===== config.mk =====
export PLATFORM = sky130hd
export DESIGN_NAME = fetch_stage
export DESIGN_NICKNAME = d
export VERILOG_FILES = /design/src/rtl/fetch_stage.sv
export SDC_FILE = /design/constraint.sdc
export NUM_CORES = 1
export LEC_CHECK = 0
export BUFFER_PORTS_ARGS = -buffer_cell sky130_fd_sc_hd__buf_4
export CAP_MARGIN = 20
export CORE_UTILIZATION = 29
export DETAILED_ROUTE_END_ITERATION = 16
export HOLD_SLACK_MARGIN = 0.06
export PLACE_DENSITY_LB_ADDON = 0.08
export SLEW_MARGIN = 0
export SYNTH_ARGS = -nofsm -noshare
export SYNTH_HDL_FRONTEND = slang
export SYNTH_SLANG_ARGS = --single-unit

===== constraint.sdc =====
create_clock -name clk -period 5.3 [get_ports clk]
set_input_delay 1.325 -clock clk [delete_from_list [all_inputs] [get_ports clk]]
set_output_delay 1.325 -clock clk [all_outputs]
set_load 0.05 [all_outputs]

===== src/rtl/fetch_stage.sv =====
// Instruction fetch stage feeding the IF/ID register: owns the PC and keeps one
// imem request in flight. Optional perf counters are built when FETCH_PERF_EN is defined.
module fetch_stage #(
  localparam int unsigned W = 16,
  parameter logic [W-1:0] RESET_PC  = 16'h0000,
  parameter logic [W-1:0] NOP_INSTR = 16'hF000
) (
  input  logic         clk,
  input  logic         reset,
  input  logic         stall,
  input  logic         redirect,
  input  logic [W-1:0] redirect_pc,
  output logic         imem_req,
  output logic [W-1:0] imem_addr,
  input  logic         imem_rvalid,
  input  logic [W-1:0] imem_rdata,
  output logic [W-1:0] toPC,
  output logic [W-1:0] toPCInc,
  output logic [W-1:0] toIR,
  output logic         toValid
`ifdef FETCH_PERF_EN
  ,
  output logic [W-1:0] perf_fetched,
  output logic [W-1:0] perf_stall
`endif
);

  typedef enum logic [1:0] {
    S_REQ  = 2'd0,
    S_WAIT = 2'd1,
    S_DROP = 2'd2
  } state_t;

  state_t       state, stateNext;
  logic [W-1:0] pc, pcNext;
  logic [W-1:0] irQ;
  logic         outValid, outValidNext;
  logic         capture;
  logic         issue;
  logic         consume;

  assign consume = outValid && !stall;
  assign toIR    = outValid ? irQ : NOP_INSTR;
  assign toValid = outValid;

  // State, PC and delivered-slot registers
  always_ff @(posedge clk or negedge reset) begin
    if (!reset) begin
      state    <= S_REQ;
      pc       <= RESET_PC;
      outValid <= 1'b0;
      irQ      <= NOP_INSTR;
      toPC     <= '0;
      toPCInc  <= '0;
    end else begin
      state    <= stateNext;
      pc       <= pcNext;
      outValid <= outValidNext;
      if (capture) begin
        irQ     <= imem_rdata;
        toPC    <= pc;
        toPCInc <= W'(pc + 1'b1);
      end
    end
  end

  // Next state, request issue and slot update; redirect outranks everything
  always_comb begin
    stateNext    = state;
    pcNext       = pc;
    outValidNext = outValid && stall;
    capture      = 1'b0;
    issue        = reset && !redirect && (state == S_REQ) && !(outValid && stall);
    imem_req     = issue;
    imem_addr    = pc;

    if (redirect) begin
      pcNext       = redirect_pc;
      outValidNext = 1'b0;
      // A response still owed must be swallowed; once it has arrived there is nothing left to drop
      unique case (state)
        S_WAIT:  stateNext = imem_rvalid ? S_REQ : S_DROP;
        S_DROP:  stateNext = imem_rvalid ? S_REQ : S_DROP;
        default: stateNext = S_REQ;
      endcase
    end else begin
      unique case (state)
        S_REQ: begin
          if (issue) stateNext = S_WAIT;
        end
        S_WAIT: begin
          if (imem_rvalid) begin
            capture      = 1'b1;
            outValidNext = 1'b1;
            pcNext       = W'(pc + 1'b1);
            stateNext    = S_REQ;
          end
        end
        S_DROP: begin
          if (imem_rvalid) stateNext = S_REQ;
        end
        default: stateNext = S_REQ;
      endcase
    end
  end

`ifdef FETCH_PERF_EN
  // Saturating consumption and stall-cycle counters
  always_ff @(posedge clk or negedge reset) begin
    if (!reset) begin
      perf_fetched <= '0;
      perf_stall   <= '0;
    end else begin
      if (consume && (perf_fetched != {W{1'b1}}))
        perf_fetched <= W'(perf_fetched + 1'b1);
      if (outValid && stall && (perf_stall != {W{1'b1}}))
        perf_stall <= W'(perf_stall + 1'b1);
    end
  end
`else
  logic unusedConsume;
  assign unusedConsume = consume;
`endif

endmodule


# Yosys cells after proc, flatten, opt, wreduce, memory -nomap -nowiden
# Cells that the tools add are included.
[classes]
n_eq_ne = 4
reduce_logical = 12
n_addsub = 1
n_mux = 16
[op_table]
columns = ["cell", "count"]
rows = [
  ["$mux W16", 4],
  ["$add A16 B1 Y16 const B", 1],
  ["$mux W2", 5],
  ["$mux W1", 6],
  ["$logic_and A1 B1 Y1", 4],
  ["$pmux W2 S2", 1],
  ["$reduce_and A2 Y1", 2],
  ["$reduce_bool A2 Y1", 2],
  ["$ne A3 B1 Y1 const B", 1],
  ["$ne A3 B3 Y1 const B", 1],
  ["$eq A2 B1 Y1 const B", 1],
  ["$eq A2 B2 Y1 const B", 1],
  ["$logic_not A1 Y1", 2],
  ["$logic_not A2 Y1", 1],
  ["$reduce_or A2 Y1", 1],
]
[totals]
inputBits = 37
ff_bits = 67
output_inout_bits = 66
word_cells = 39

# Longest topological paths before layout
# Gate-level depths: netlist of the first run.
[depth]
word_depth = 7
depth_mapped = 7
mapped_depth_nobuf = 6

# Worst setup path before layout of the first run
# Ideal clock, no wire load.
[synth_timing]
path_type = "input port to output port"
from = "in redirect"
to = "out imem_req"
slack_ns = 1.152
path_stages = 3
n_path_buf = 2
arrival_ns = 2.823
required_ns = 3.975
cell_sequence = "clkbuf_1 > clkbuf_1 > nor3_1"
[synth_via]
elab_chain_cells = 4
[synth_rtl]
columns = ["element", "line_no", "text"]
rows = [
  ["start: declaration", "11", "input logic redirect,"],
  ["$logic_not A1 Y1", "73", "issue = reset && !redirect && (state == S_REQ) && !(outValid && stall);"],
  ["$logic_and A1 B1 Y1 (3 in a row)", "73", ""],
  ["end: declaration", "13", "output logic imem_req,"],
]
# Every way passes these cells.

# Final worst setup path of the first run
# Same ends and word-level chain as after synthesis.

==> results.ini, run 1 <==
[outcome]
run_status=finished clean

[floorplanning]
rows=37
dieArea_mm2=0.0114
fp.dieH_um=107
die_x_um=107
start_util=0.304
core_region_area_mm2=0.0105
ios=103

[sta]
totalNegativeSetupSlack_ns=0
period_needed_ns=3.34
timing.final.crit_share=0.631
slew_headroom=0.394
rsz0062_at_grt=no
hold_slack_ns=0.456
hold_viol_final=0
setup_violations=0
worstMarginPinSlew_ns=0.909
slew_viol_final=0
max_freq_mhz=299
skew_ns=0.0105

[drt]
wl_per_cell_um=14.5
via_per_inst=4.51
drt_drc_violations_left=0
finalWirelength_mm=8.58
initialDrtViolationCount=130
first_pass_iters=4
route.vias.total=2658
postRouteAntennaNets=0

[min_path]
min_from=irQ[14]
hold_depth=2
hp-class=reg -> reg
worst_hold_path.endpoint=irQ[14]

[critical_path]
crit_type=in -> out
r2r_setup_slack_ns=3.03
reg2reg_depth=4
cp.arrival_ns=2.02
worstReg2RegEnd=imem_addr[15]
path_delay_family=buffers and inverters
crit_buf_inv=2
cp.depth=3
cpPeakStageDelay_ns=0.23
cp.required_ns=3.97
crit_slowest_cell=buf_4
cp_max_fo=42
worst_setup_path_end_kind=primary output
cpMostUsedCell=buf_4
path_cells=buf_4 > nor3_1 > buf_4
crit_path_start_kind=primary input
reg2reg_from=imem_addr[0]

[power_and_ir_drop]
power.total_uw=2290
power_density_mw_per_mm2=540
power.leakage_uw=0.00205
ir_drop_mv=0.246

[yosys]
ys_seq_elements=67
yosysSeqAreaShare=0.529
syn_area_mm2=0.00318
synth_cell_type_count=33
synth_nets=397
netlist_instances=357
syn_area_per_cell_um2=8.90
yosysWarnings=0

[place]
place_hpwl_mm=5.91
dp_cells=574
globalplace.congestion=0.779
port_buffers=102

[clock_tree]
cts-root-buf=clkbuf_8
clockBufferDepth=2
cts_tree=done
clk_latency_ns=0.34
post_cts_resized=0
cts_buffers=9
cts_sinks=67
cts-hold-fix-buffers=0
cts_htree_levels=3
cts_setup_buffers=0
cts.reportedPaths.clkPinSlew_ns=0.07

[final_layout]
layoutNonFillerInstCount=590
area.growth.synth_to_final_pct=33.6
drive_gt1_frac=0.282
final_common_cell=nand2_1
n_antenna_cell=0
final_cell_mix=nand2_1 (124), buf_4 (106), dfrtp_1 (63), o21ai_0 (29), xnor2_1 (21)
fin_nets=489

[grt]
grt-ovfl-total=0
grt_pass1_vias=2520
grt_antenna_before_repair=0
grt_pass1_wl_mm=13.7
grt_max_degree=70
grtUsageTotal=0.157

[run]
drv_cap=0

-- worst min-delay path: stages, from the launching register on --
cell and delay (ns):
dfstp_2 0.37, nand2_1 0.04, nand2_1 0.04
-- logic make-up after synthesis --
kind of cell / count (synthesis) / synth area share
buf+inv: 31 / 0.0409
compound gates: 39 / 0.0717
simple gates: 191 / 0.274
xor+xnor: 24 / 0.0661
fa+ha+maj: 3 / 0.0118
mux: 2 / 0.00630
flops: 67 / 0.529
-- worst max-delay path by stage --
stage / start / slack, ns / end
finish: redirect / 1.96 / imem_req
global route: redirect / 1.90 / imem_req
CTS: redirect / 1.95 / imem_req
detailed placement: redirect / 1.96 / imem_req
global placement: redirect / 1.94 / imem_req
floorplan: redirect / 1.15 / imem_req
-- where the power goes --
group	total, uW	internal [uW]	switching, uW
clock	458	264	194
combinational	992	296	696
sequential	843	715	128
total	2290	1270	1020
-- per-stage QoR --
step	cell area, um2	util	worst slack (ns)
6_report	4250	0.406	1.96
3_3_place_gp	4040	0.386	1.94
3_5_place_dp	4040	0.386	1.96
5_1_grt	4250	0.406	1.90
4_1_cts	4250	0.406	1.95
2_1_floorplan	3180	-	1.15
-- sequential cells by signal, indices dropped and copies added, names as in the netlist --
name and count:
toPC 16, irQ 16, toValid 1, imem_addr 16, toPCInc 16, state 2
-- area by class of cell --
class | count | area [um2]
clock buffer | 11 | 131
sequential | 67 | 1680
inverter | 6 | 22.5
tap | 136 | 170
fill | 1111 | 6220
timing repair buffer | 106 | 796
multi-input combinational | 259 | 1370
clock inverter | 5 | 77.6
-- cell usage after synthesis (all sizes together) --
cell	number	share of area
nand2	124	0.15
dfrtp	63	0.50
o21ai	29	0.046
xnor2	21	0.058
clkbuf	19	0.023
and2	13	0.026
nor3	10	0.016
nor4	9	0.018
nand3	7	0.013
nor2	7	0.0083
buf	6	0.011
inv	6	0.0071
nand2b	6	0.012
nand4	6	0.012
dfstp	4	0.033
a221o	3	0.0094
ha	3	0.012
nor2b	3	0.0059
or4	3	0.0094
xor2	3	0.0083
a21oi	2	0.0031
mux2i	2	0.0063
o31a	2	0.0055
a211o	1	0.0028
a21o	1	0.0024
a221oi	1	0.0028
and3b	1	0.0028
nand3b	1	0.0024
or3	1	0.0035
-- per-layer routing --
| layer | wire [um] | vias to the layer above | global-route usage |
|---|---|---|---|
| li1 | - | 1353 | - |
| met1 | 4320 | 1232 | 0.229 |
| met2 | 3780 | 60 | 0.226 |
| met3 | 293 | 13 | 0.0267 |
| met4 | 177 | 0 | 0.0665 |
| met5 | 0 | - | 0 |
Power figures use the tool's default switching activity.
==> run 2, diff against run 1 <==
==> constraint.sdc (replaced) <==
create_clock -name clk -period 2.9 [get_ports clk]
set_input_delay 0.725 -clock clk [delete_from_list [all_inputs] [get_ports clk]]
set_output_delay 0.725 -clock clk [all_outputs]
set_load 0.05 [all_outputs]
==> run 2 against run 1 <==
Net effect:
- via count rose by 1.4%
- first-iteration DRC count decreased by 21%
- power increased by 83%
- critical path depth increased by 1
- register-to-register slack worse by 2.2 ns
- sequential cell count did not move
- clock power is 84% higher
- critical endpoint unchanged
==> results.ini, run 2 (synthesis results as in run 1) <==
[critical_path]
cp_max_fo=18
cp.arrival_ns=1.63
crit_type=reg -> out
cp.required_ns=2.17
reg2reg_depth=4
worstReg2RegEnd=imem_addr[15]
crit_path_start_kind=flip-flop
worst_setup_path_end_kind=primary output
reg2reg_from=imem_addr[2]
r2r_setup_slack_ns=0.80

[floorplanning]
ios=103
dieArea_mm2=0.0114
start_util=0.304
fp.dieH_um=107
core_region_area_mm2=0.0105
rows=37
die_x_um=107

[grt]
grt_pass1_wl_mm=13.4
grt_pass1_vias=2549
grt-ovfl-total=0
grt_antenna_before_repair=0
grtUsageTotal=0.155
grt_max_degree=68

[min_path]
hp-class=reg -> reg
min_from=irQ[14]
worst_hold_path.endpoint=irQ[14]
hold_depth=2

[power_and_ir_drop]
pwr-share-seq=0.366
p_sw_frac=0.442
power.leakage_uw=0.00208
ir_drop_mv=0.484
p_int_uw=2350
p_sw_uw=1860
clkPwrFrac=0.200
power_density_mw_per_mm2=980
pwr-share-comb=0.434

[place]
place_hpwl_mm=6.02
globalplace.congestion=0.757
dp_cells=577
port_buffers=102
pre_cts_ws_ns=0.706

[final_layout]
n_antenna_cell=0
final_cell_mix=nand2_1 (124), buf_4 (108), dfrtp_1 (63), o21ai_0 (29), xnor2_1 (21)
drive_gt1_frac=0.289
layoutNonFillerInstCount=593
fin_nets=492
final_common_cell=nand2_1
area.growth.synth_to_final_pct=35.1

[sta]
hold_slack_ns=0.459
totalNegativeSetupSlack_ns=0
slew_viol_final=0
timing.final.crit_share=0.811
rsz0062_at_grt=no
setup_violations=0
hold_viol_final=0
max_freq_mhz=425
fin_ws_ns=0.550
worstMarginPinSlew_ns=0.875
period_needed_ns=2.35
skew_ns=0.0115
slew_headroom=0.416

[clock_tree]
clockBufferDepth=2
cts-hold-fix-buffers=0
clk_latency_ns=0.35
cts_tree=done
cts_htree_levels=3
cts_sinks=67
cts_buffers=9
cts.reportedPaths.clkPinSlew_ns=0.07
cts-root-buf=clkbuf_8
cts_setup_buffers=0
post_cts_resized=0

[drt]
via_per_inst=4.54
route.vias.total=2695
wl_per_cell_um=14.4
first_pass_iters=4
drt_drc_violations_left=0
initialDrtViolationCount=103
postRouteAntennaNets=0
finalWirelength_mm=8.57

[run]
drv_cap=0

[outcome]
run_status=finished clean

[run 2: cell types whose count changed in the layout (fill, tap and decap cells not counted), sizes merged]
cell	before	now
clkinv	2	0
clkbuf	11	15
clkinvlp	1	0
buf	106	109
bufinv	2	1
[run 2: power by group through the flow]
stage          combinational (uW)  clock [uW]  sequential, uW
2_1_floorplan                 452           0            2330
3_3_place_gp                 1840           0            1550
3_5_place_dp                 1850           0            1560
4_1_cts                      1850         869            1550
5_1_grt                      1950         904            1590
6_report                     1830         843            1540
[run 2: worst max path at each step]
stage,startpoint,end,slack [ns],depth (start not counted)
global placement,redirect,toPC[14],0.75,4
detailed placement,redirect,toPC[14],0.71,4
finish,toValid,imem_req,0.55,4
global route,toValid,imem_req,0.33,4
floorplan,redirect,imem_req,0.36,3
CTS,toValid,imem_req,0.51,4
[run 2: final cells by class]
| class | count | area [um2] |
|---|---|---|
| clock buffer | 15 | 186 |
| clock inverter | 1 | 30.0 |
| fill | 1135 | 6170 |
| inverter | 6 | 22.5 |
| multi-input combinational | 259 | 1370 |
| sequential | 67 | 1680 |
| tap | 136 | 170 |
| timing repair buffer | 109 | 831 |
[run 2: metrics by stage]
step,power (uW),util,cell area (um2)
after floorplan,2780,-,3180
after global routing,4450,0.410,4290
after global placement,3390,0.390,4080
final,4210,0.410,4290
after detailed placement,3410,0.390,4080
after CTS,4260,0.410,4290
[run 2: worst max-delay path, stage by stage, from the launching register on]
cell	delay, ns
dfrtp_1	0.69
nand2_1	0.22
nand2_1	0.14
nor3_2	0.04
buf_4	0.20
[run 2: routing by layer]
layer	track usage	share of wire
met1	0.221	0.50
met2	0.224	0.45
met4	0.0587	0.012
met5	0	0
met3	0.0365	0.045
==> run 3, diff against run 2 <==
--- a/config.mk
+++ b/config.mk
@@ -5,6 +5,7 @@
 export SDC_FILE = /design/constraint.sdc
 export NUM_CORES = 1
 export LEC_CHECK = 0
+export ABC_AREA = 1
 export BUFFER_PORTS_ARGS = -buffer_cell sky130_fd_sc_hd__buf_4
 export CAP_MARGIN = 20
 export CORE_UTILIZATION = 29
==> constraint.sdc (replaced) <==
create_clock -name clk -period 2.4 [get_ports clk]
set_input_delay 0.6 -clock clk [delete_from_list [all_inputs] [get_ports clk]]
set_output_delay 0.6 -clock clk [all_outputs]
set_load 0.05 [all_outputs]
==> run 3 against run 2 <==
Net effect:
- largest power group unchanged
- worst hold slack lost 0.11 ns
- cell count up 8.1%
- first-iteration DRC count up 36%
- critical path type unchanged
==> results.ini, run 3 <==
[clock_tree]
clk_latency_ns=0.35
post_cts_resized=0
cts_htree_levels=3
cts-root-buf=clkbuf_8
cts_buffers=9
cts-hold-fix-buffers=0
cts_sinks=67
cts_tree=done
clockBufferDepth=2
cts_setup_buffers=0
cts.reportedPaths.clkPinSlew_ns=0.08

[drt]
via_per_inst=4.36
wl_per_cell_um=13.4
met2WireLength_mm=3.75
top_layer_used=met4
dr_wl_met3_um=384
finalWirelength_mm=8.59
wl_met1_mm=4.32
route.vias.total=2795
initialDrtViolationCount=140
postRouteAntennaNets=0
drt_drc_violations_left=0
first_pass_iters=4

[floorplanning]
core_region_area_mm2=0.0103
dieArea_mm2=0.0110
die_x_um=105
start_util=0.298
fp.dieH_um=105
rows=37
ios=103

[power_and_ir_drop]
power_density_mw_per_mm2=1290
power.leakage_uw=0.00233
ir_drop_mv=0.499
p_int_uw=2920
p_sw_frac=0.465
pwr-share-comb=0.464
power.total_uw=5450
pwr-share-seq=0.349
clkPwrFrac=0.187
p_sw_uw=2530

[place]
dp_cells=625
globalplace.congestion=0.837
place_hpwl_mm=6.36
port_buffers=102

[sta]
skew_ns=0.0134
totalNegativeSetupSlack_ns=0
slew_headroom=0.697
max_freq_mhz=510
timing.final.crit_share=0.818
period_needed_ns=1.96
worstMarginPinSlew_ns=0.455
setup_violations=0
hold_viol_final=0
rsz0062_at_grt=no
slew_viol_final=0

[run]
drv_cap=0

[final_layout]
utilization=0.409
area.growth.synth_to_final_pct=37.1
drive_gt1_frac=0.267
layoutNonFillerInstCount=641
fin_nets=540
final_common_cell=nand2_1
final_cell_mix=nand2_1 (172), buf_4 (109), dfrtp_1 (63), inv_1 (44), o21ai_0 (23)
n_antenna_cell=0

[yosys]
ys_top_cells_by_area=dfrtp_1 (51%), nand2_1 (21%), inv_1 (5.4%)
yosysWarnings=0
synth_edf_count=0
synth_ff_type=dfrtp_1
yosysSeqAreaShare=0.547
synth.most_common_cell=nand2_1
synth_nets=433
syn_area_mm2=0.00308
async_reset_ff_frac=1.00
synth_top_cell_by_area=dfrtp_1
synth.top_cells.by_count=nand2_1 (172), dfrtp_1 (63), inv_1 (44), o21ai_0 (23), nand3_1 (22)
synth_cell_type_count=22
ys_seq_elements=67
syn_area_per_cell_um2=7.83
netlist_instances=393
synthDominantCellAreaShare=0.512

[critical_path]
crit_path_start_kind=flip-flop
path_delay_family=flip-flops
crit_slowest_cell=dfrtp_1
cp.arrival_ns=1.36
r2r_setup_slack_ns=0.81
cpPeakStageDelay_ns=0.40
path_cells=inv_1 > ha_1 > nand2_1 > nor2_1 > buf_4
cp.required_ns=1.80
cp_max_fo=3
worst_setup_path_end_kind=primary output
crit_buf_inv=2
crit_type=reg -> out

[grt]
grt_max_degree=36
grtUsageTotal=0.167
grt_pass1_vias=2685
grt-ovfl-total=0
grt_antenna_before_repair=0
grt_pass1_wl_mm=13.9

[min_path]
hp-class=in -> async

[outcome]
run_status=finished clean

run 3: changes by cell type after synthesis, moves of 9 or more:
cell | previous run | this run
nand3_1 | 6 | 22
and2_1 | 13 | 0
nor3_1 | 10 | 0
xnor2_1 | 21 | 0
clkbuf_1 | 18 | 2
nor4_1 | 9 | 0
nor2_1 | 7 | 18
inv_1 | 6 | 44
o21ai_1 | 0 | 11
nand2_1 | 124 | 172
run 3: worst paths after layout:
| path | start | to | depth (start not counted) |
|---|---|---|---|
| hold reg to reg | irQ[9] | irQ[9] | 2 |
| hold / removal | reset | toPCInc[0] | 2 |
| setup / recovery | state[0] | imem_req | 5 |
| max in group asynchronous | reset | imem_addr[7] | 3 |
| min in group clk | imem_rdata[5] | irQ[5] | 3 |
| setup reg to reg | state[1] | imem_addr[9] | 7 |
run 3: cell type report:
| type | count | area (um2) |
|---|---|---|
| fillers | 1090 | 6110 |
| flip-flops and latches | 67 | 1680 |
| multi-input cells | 267 | 1150 |
| repair buffers | 110 | 838 |
| well taps | 136 | 170 |
| inverters | 45 | 169 |
| clock buffers | 11 | 131 |
| clock inverters | 5 | 77.6 |
run 3: worst register-to-register path: stages (launching register included):
cell	delay [ns]
dfrtp_1	0.39
inv_1	0.08
ha_1	0.14
nand2_1	0.11
nor2_4	0.11
buf_4	0.36
nand3_1	0.23
nand3_1	0.11
run 3: per-layer routing:
metal / track usage / up-vias
met3: 0.0324 / 9
met2: 0.243 / 73
met5: 0 / -
met4: 0.0664 / 0
li1: - / 1432
met1: 0.241 / 1281
run 3: cell families after synthesis:
group	after synthesis	synth area share
AOI/OAI and AO/OA	44	0.0760
adders and majority gates	3	0.0122
buffers and inverters	59	0.0797
DFF	67	0.547
and+or+nand+nor	220	0.285
run 3: stage by stage:
step	worst slack, ns	hold WS, ns	cell area (um2)
floorplan	0.241	0.304	3080
global route	0.355	0.373	4220
CTS	0.423	0.361	4220
finish	0.438	0.349	4220
global placement	0.516	0.455	4010
detailed placement	0.505	0.460	4010
run 3: power by group through the flow:
stage | Sequential [uW] | Clock, uW | Combinational (uW)
detailed placement | 1920 | 0 | 2550
global route | 1960 | 1100 | 2730
floorplan | 2870 | 0 | 750
CTS | 1900 | 1040 | 2560
finish | 1900 | 1020 | 2530
global placement | 1910 | 0 | 2540
